$ cat src/rtl/pipelined_add_sub.sv
// Pipelined two's-complement adder/subtractor: the WIDTH-bit carry chain is split into STAGES
// registered segments, with skew registers for pending operand bits and deskew for finished sums.
module pipelined_add_sub #(
    parameter int WIDTH  = 64,
    parameter int STAGES = 4
) (
    input  logic             clock,
    input  logic             reset,
    input  logic             io_en,
    input  logic             io_in_valid,
    input  logic [WIDTH-1:0] io_in_a,
    input  logic [WIDTH-1:0] io_in_b,
    input  logic             io_in_cin,
    input  logic             io_in_sub,
    output logic             io_out_valid,
    output logic [WIDTH-1:0] io_out_s,
    output logic             io_out_c,
    output logic             io_out_ovf
);

    localparam int SEG = (WIDTH + STAGES - 1) / STAGES;

    logic [WIDTH-1:0] w_bx;
    logic             w_c0;

    // Subtraction is a + ~b + ~borrow, so the carry chain itself is mode-agnostic.
    assign w_bx = io_in_sub ? ~io_in_b : io_in_b;
    assign w_c0 = io_in_sub ? ~io_in_cin : io_in_cin;

    genvar gi;
    generate
        for (gi = 0; gi < STAGES; gi++) begin : g_stage
            localparam int LO   = gi * SEG;
            localparam int HI   = ((gi + 1) * SEG > WIDTH) ? WIDTH - 1 : (gi + 1) * SEG - 1;
            localparam int SW   = HI - LO + 1;
            localparam bit LAST = (gi == STAGES - 1);

            logic [WIDTH-1:LO] w_a_in;
            logic [WIDTH-1:LO] w_bx_in;
            logic              w_c_in;
            logic              w_v_in;
            logic [SW:0]       w_seg;
            logic [HI:0]       w_s_next;
            logic [HI:0]       r_s;
            logic              r_c;
            logic              r_v;

            if (gi == 0) begin : g_src
                assign w_a_in   = io_in_a;
                assign w_bx_in  = w_bx;
                assign w_c_in   = w_c0;
                assign w_v_in   = io_in_valid;
                assign w_s_next = w_seg[SW-1:0];
            end else begin : g_src
                assign w_a_in   = g_stage[gi-1].g_skew.r_a_hi;
                assign w_bx_in  = g_stage[gi-1].g_skew.r_bx_hi;
                assign w_c_in   = g_stage[gi-1].r_c;
                assign w_v_in   = g_stage[gi-1].r_v;
                assign w_s_next = {w_seg[SW-1:0], g_stage[gi-1].r_s};
            end

            assign w_seg = {1'b0, w_a_in[HI:LO]} + {1'b0, w_bx_in[HI:LO]} + {{SW{1'b0}}, w_c_in};

            if (!LAST) begin : g_skew
                logic [WIDTH-1:HI+1] r_a_hi;
                logic [WIDTH-1:HI+1] r_bx_hi;

                always_ff @(posedge clock) begin
                    if (reset) begin
                        r_a_hi  <= '0;
                        r_bx_hi <= '0;
                        r_s     <= '0;
                        r_c     <= 1'b0;
                        r_v     <= 1'b0;
                    end else if (io_en) begin
                        r_a_hi  <= w_a_in[WIDTH-1:HI+1];
                        r_bx_hi <= w_bx_in[WIDTH-1:HI+1];
                        r_s     <= w_s_next;
                        r_c     <= w_seg[SW];
                        r_v     <= w_v_in;
                    end
                end
            end else begin : g_final
                logic r_ovf;
                logic w_c_msb;

                // Sum MSB = a ^ bx ^ carry-in, so the carry into the MSB falls out of the segment sum.
                assign w_c_msb = w_a_in[HI] ^ w_bx_in[HI] ^ w_seg[SW-1];

                always_ff @(posedge clock) begin
                    if (reset) begin
                        r_s   <= '0;
                        r_c   <= 1'b0;
                        r_ovf <= 1'b0;
                        r_v   <= 1'b0;
                    end else if (io_en) begin
                        r_v <= w_v_in;
                        if (w_v_in) begin
                            r_s   <= w_s_next;
                            r_c   <= w_seg[SW];
                            r_ovf <= w_seg[SW] ^ w_c_msb;
                        end
                    end
                end
            end
        end
    endgenerate

    assign io_out_valid = g_stage[STAGES-1].r_v;
    assign io_out_s     = g_stage[STAGES-1].r_s;
    assign io_out_c     = g_stage[STAGES-1].r_c;
    assign io_out_ovf   = g_stage[STAGES-1].g_final.r_ovf;

endmodule

$ cat config.mk
export PLATFORM = sky130hd
export DESIGN_NAME = pipelined_add_sub
export DESIGN_NICKNAME = d
export VERILOG_FILES = /design/src/rtl/pipelined_add_sub.sv
export SDC_FILE = /design/constraint.sdc
export NUM_CORES = 1
export LEC_CHECK = 0
export CAP_MARGIN = 40
export CORE_MARGIN = 2
export CORE_UTILIZATION = 50
export DETAILED_ROUTE_END_ITERATION = 16
export GPL_TIMING_DRIVEN = 0
export PLACE_DENSITY = 0.76
export SLEW_MARGIN = 20
export SYNTH_ARGS = -nofsm -noshare
export SYNTH_HDL_FRONTEND = slang
export SYNTH_SLANG_ARGS = --single-unit
$ cat constraint.sdc
create_clock -name clock -period 3.6 [get_ports clock]
set_clock_uncertainty 0.1 [all_clocks]
set_input_delay 0.72 -clock clock [delete_from_list [all_inputs] [get_ports clock]]
set_output_delay 0.72 -clock clock [all_outputs]
set_load 0.02 [all_outputs]
Word level (Yosys, flattened, before mapping)
Index checks and enable logic that the tools add are counted. W data, S select, Z words.

Register bits after elaboration: 361. Input bits: 134.

Add/sub/neg operators: 8. Muxes and demuxes: 2. Bitwise logic cells: 5. Reduce and logical (&&, ||, !) cells: 1.

Operators with widths (number): $add A16 B16 Y17 (4); $add A17 B1 Y17 (4); $mux W64 (1); $not A64 Y64 (1); $xor A1 B1 Y1 (3); $reduce_and A2 Y1 (1); $mux W1 (1); $not A1 Y1 (1).

Depth between registers and ports, before layout
Word-level depth: 4. Gate-level depth with buffers: 12. Depth with buffers taken out: 10.

Least setup slack after synthesis
Ideal clock, no wire load.

Path type: input -> register. Start point: input io_in_sub. End point: register g_stage[0].r_s[8]. Data arrival time: 3.326 ns. Required time: 3.378 ns. Slack: 0.052 ns. Stages: 12. Path buffers: 2. Cell sequence: buf_2 buf_1 xor2_1 fa_1 inv_1 fa_1 nor2b_1 o31a_1 o21a_1 o211ai_1 a2111oi_0 a311o_1.

Cells in the longest elaborated chain, start to end: 3.

Ends and longest elaborated chain: start: declaration (line 14) `input logic io_in_sub,`; $mux W64 (line 27) `assign w_bx = io_in_sub ? ~io_in_b : io_in_b;`; $add A16 B16 Y17 (line 62) `assign w_seg = {1'b0, w_a_in[HI:LO]} + {1'b0, w_bx_in[HI:LO]} + {{SW{1'b0}}, w_c_in};`; $add A17 B1 Y17 (*) (line 62); end signal: assignment (line 78) `r_s <= w_s_next;`; end: declaration (line 44) `logic [HI:0] r_s;`.

Every way passes the cells marked *; elsewhere a longest branch is shown, timed or not. A chain may end at the register's enable or synchronous reset.

Final worst setup path
Same ends and word-level chain as after synthesis.

==> results.md <==
- Pwr per Cell Area: 474 mW/mm^2
- Setup repair bufs after CTS: 0
- #FFs+latches synth: between 300 and 400
- Routed len/inst: 18.4 um
- CTS root buf: clkbuf_16
- First-pass GRT wire length: 68400 um
- CTS tree: built
- Mapped Cells: about 1700
- Synth warnings: 0
- Area of the mapped netlist: roughly 0.016 mm^2
- Hold Path Class: register to register
- Fin. max-slew vios: 0
- DRC violations left: 0
- Yosys cell types: 68
- P_leak: between 8 and 9 nW
- Slew at the pin closest to its max-slew limit: a little under 900 ps
- Critical path launch point type: input pin
- WS Path Type: input pin to register
- Routed wire length: between 40000 and 50000 um
- CP Data Required Time: 3910 ps
- Final period util: about 90%
- Post-synth ARST share: 0%
- GRT Residual Overflow: 0
- DP Area: around 0.019 mm^2
- Sw Pwr: around 2.3 mW
- # clock sinks: around 360
- Switching Share: roughly 25%
- Via count: approximately 13000
- Final setup viols: 0
- Unrepaired setup endpoints after global routing: no
- Ratio of cells with drive above 1 in the final layout: roughly 5.0%
- Worst rel slew slack: 40.6%
- Core area: approximately 0.032 mm^2
- Worst setup margin: about 360 ps
- VDD IR max: about 0.00032 V
- GRT Overall Usage: between 20 and 30%
- DR vias/cell: ~5.5
- Maximum clock frequency: roughly 310 MHz
- Crit end category: register
- Num ports: 201
- Sequential area share after synthesis: between 40% and 50%
- EDFF count, synth: 0
- Die X: 183 um
- CTS buffer count: 39
- Critical Path Fanout Max: 19
- Logic pwr share: 12.2%
- Largest net degree at the start of global routing: 20
- Initial Util: ~51%
- CTS Buffer Depth: 3
- Hold WS: between 300 and 400 ps
- # rows: between 60 and 70
- Final Hold Violating Endpoints: 0
- Arrival @ worst endpoint: 3550 ps
- Util after Layout: 63.0%
- Non-Filler Cell Area, Final: a little under 0.02 mm^2
- Post-Place Setup Slack: -596 ps
- Routability Congestion: approximately 0.9
- Number of global-route vias before repair: 13000
- Die Span Y: ~180 um
- First-pass DRT Iterations: 7
- Internal power component: roughly 7 mW
- Part of the power in the clock network: a little over two fifths
- Filler cell count in the final layout: between 2000 and 3000
- Port bufs: 199
- Status: finished, final reports clean
- Flop pwr share: between 40% and 50%
- Final ANT Viol Nets: 0
- Layout overhead on the synthesized area: 23.9%
- Clock Latency Late Sink: 540 ps
- Clock transition at path regs: roughly 60 ps
- H-tree Lvls: 2
- Synthesized Nets: 1938
- Post-synth top flop: dfxtp_1
- Post-DP HPWL: ~33000 um
- Max-Cap Viols: 0
- Final setup TNS: 0 ps
- Hold buffer count at cts: 0
- Avg Cell Area, Syn: between 9 and 10 um^2
- Period minus WS final: ~3200 ps
- Nets: between 2000 and 2500
- Ant. Diodes: 0
- Post-cts resize count: 0
- Drt first-iter violations: between 700 and 800
- Initial antenna violation count: 0
- Die area: ~0.034 mm^2
-- power by group through the flow --
stage	combinational, mW	sequential [mW]	clock [mW]
finish	1.15	4.30	3.97
global route	1.25	4.32	4.18
CTS	1.14	4.30	4.01
detailed placement	1.13	4.38	0
global placement	1.09	4.37	0
floorplan	0.748	4.34	0
-- metrics by stage --
step                power (mW)  cells
finish                    9.41   2408
global placement          5.47   2337
detailed placement        5.51   2340
global route              9.74   2408
CTS                       9.45   2406
floorplan                 5.09   1736
-- final cells by class --
type	instances	area (um^2)	share of cell area [%]
multi-input cells	1249	8310	41.8
flip-flops and latches	361	7230	36.4
repair buffers	204	2050	10.3
clock buffers	58	1160	5.83
well taps	402	503	2.53
plain buffers	104	423	2.13
clock inverters	9	116	0.586
inverters	21	78.8	0.397
-- final timing paths --
kind | from | to | slack [ps] | cells after the start
min reg2reg | g_stage[2].r_s[41]$_SDFFE_PP0P_ | io_out_s[41]$_SDFFE_PP0P_ | 350 | 2
min | g_stage[2].r_s[41]$_SDFFE_PP0P_ | io_out_s[41]$_SDFFE_PP0P_ | 350 | 2
max reg2reg | g_stage[2].r_c$_SDFFE_PP0P_ | io_out_s[60]$_SDFFE_PP0P_ | 640 | 8
max | io_in_sub | g_stage[0].r_s[8]$_SDFFE_PP0P_ | 360 | 11
-- worst max-delay path: stages --
cell	delay (ps)
buf_2	520
xor2_1	180
fa_1	490
inv_1	100
fa_1	180
nor2b_1	70
o31a_1	310
o21a_1	210
o211ai_1	260
a2111oi_0	150
a311o_1	350
-- cells in the mapped netlist, drive strengths merged (5+ instances only) --
library cell,count,area share [%]
nor2b,6,0.23
o31ai,5,0.23
xor2,25,1.4
and3,10,0.42
inv,21,0.49
or3,9,0.35
clkbuf,57,1.3
a31oi,8,0.31
mux2i,214,13
o211ai,7,0.36
buf,48,1.3
fa,8,1.0
o21bai,9,0.42
o21a,16,0.75
dfxtp,361,45
nor3,15,0.47
nand4,8,0.31
ha,60,4.7
a21o,22,1.0
nand2,150,3.5
a211oi,68,3.2
xnor2,63,3.4
nand3,27,0.84
nor2,304,7.1
o311ai,6,0.33
o21ai,44,1.4
a21oi,100,3.1
-- placed cells by master (no fill, tap or decap), types with 5 or more instances in the layout --
master           instances
dfxtp_1                361
nor2_1                 304
mux2i_1                214
clkdlybuf4s50_1        199
nand2_1                150
a21oi_1                100
a211oi_1                66
clkbuf_1                65
xnor2_1                 63
ha_1                    60
clkbuf_16               40
o21ai_0                 32
nand3_1                 27
buf_2                   25
xor2_1                  25
buf_1                   22
inv_1                   21
a21o_1                  21
o21a_1                  16
nor3_1                  15
o21ai_1                 12
and3_1                   9
o21bai_1                 9
or3_1                    9
clkbuf_8                 9
a31oi_1                  8
nand4_1                  8
fa_1                     8
nor2b_1                  6
o211ai_1                 6
o311ai_1                 5
o31ai_1                  5
-- sequential cells by signal, indices dropped and copies added, names as in the netlist --
register                flops
g_stage.g_skew.r_a_hi      96
g_stage.g_skew.r_bx_hi     96
g_stage.r_c                 3
g_stage.r_s                96
g_stage.r_v                 3
io_out_c                    1
io_out_ovf                  1
io_out_s                   64
io_out_valid                1
-- logic make-up after synthesis --
| kind of cell | synth area share (%) |
|---|---|
| multiplexers | 13.4 |
| AND/OR/NAND/NOR | 14.2 |
| buffers and inverters | 3.14 |
| XOR/XNOR | 4.81 |
| adder cells (fa/ha/maj) | 5.68 |
| AO/OA/AOI/OAI | 13.7 |
| flip-flops | 45.1 |
-- routing by layer --
metal | wire length [um] | global-route usage, % | part of all wire, %
met1 | 19600 | 33.2 | 44
met4 | 1480 | 9.18 | 3.3
met3 | 2340 | 3.26 | 5.3
met2 | 20900 | 44.7 | 47
met5 | 0 | 0 | 0
(Power assumes the default switching activity.)
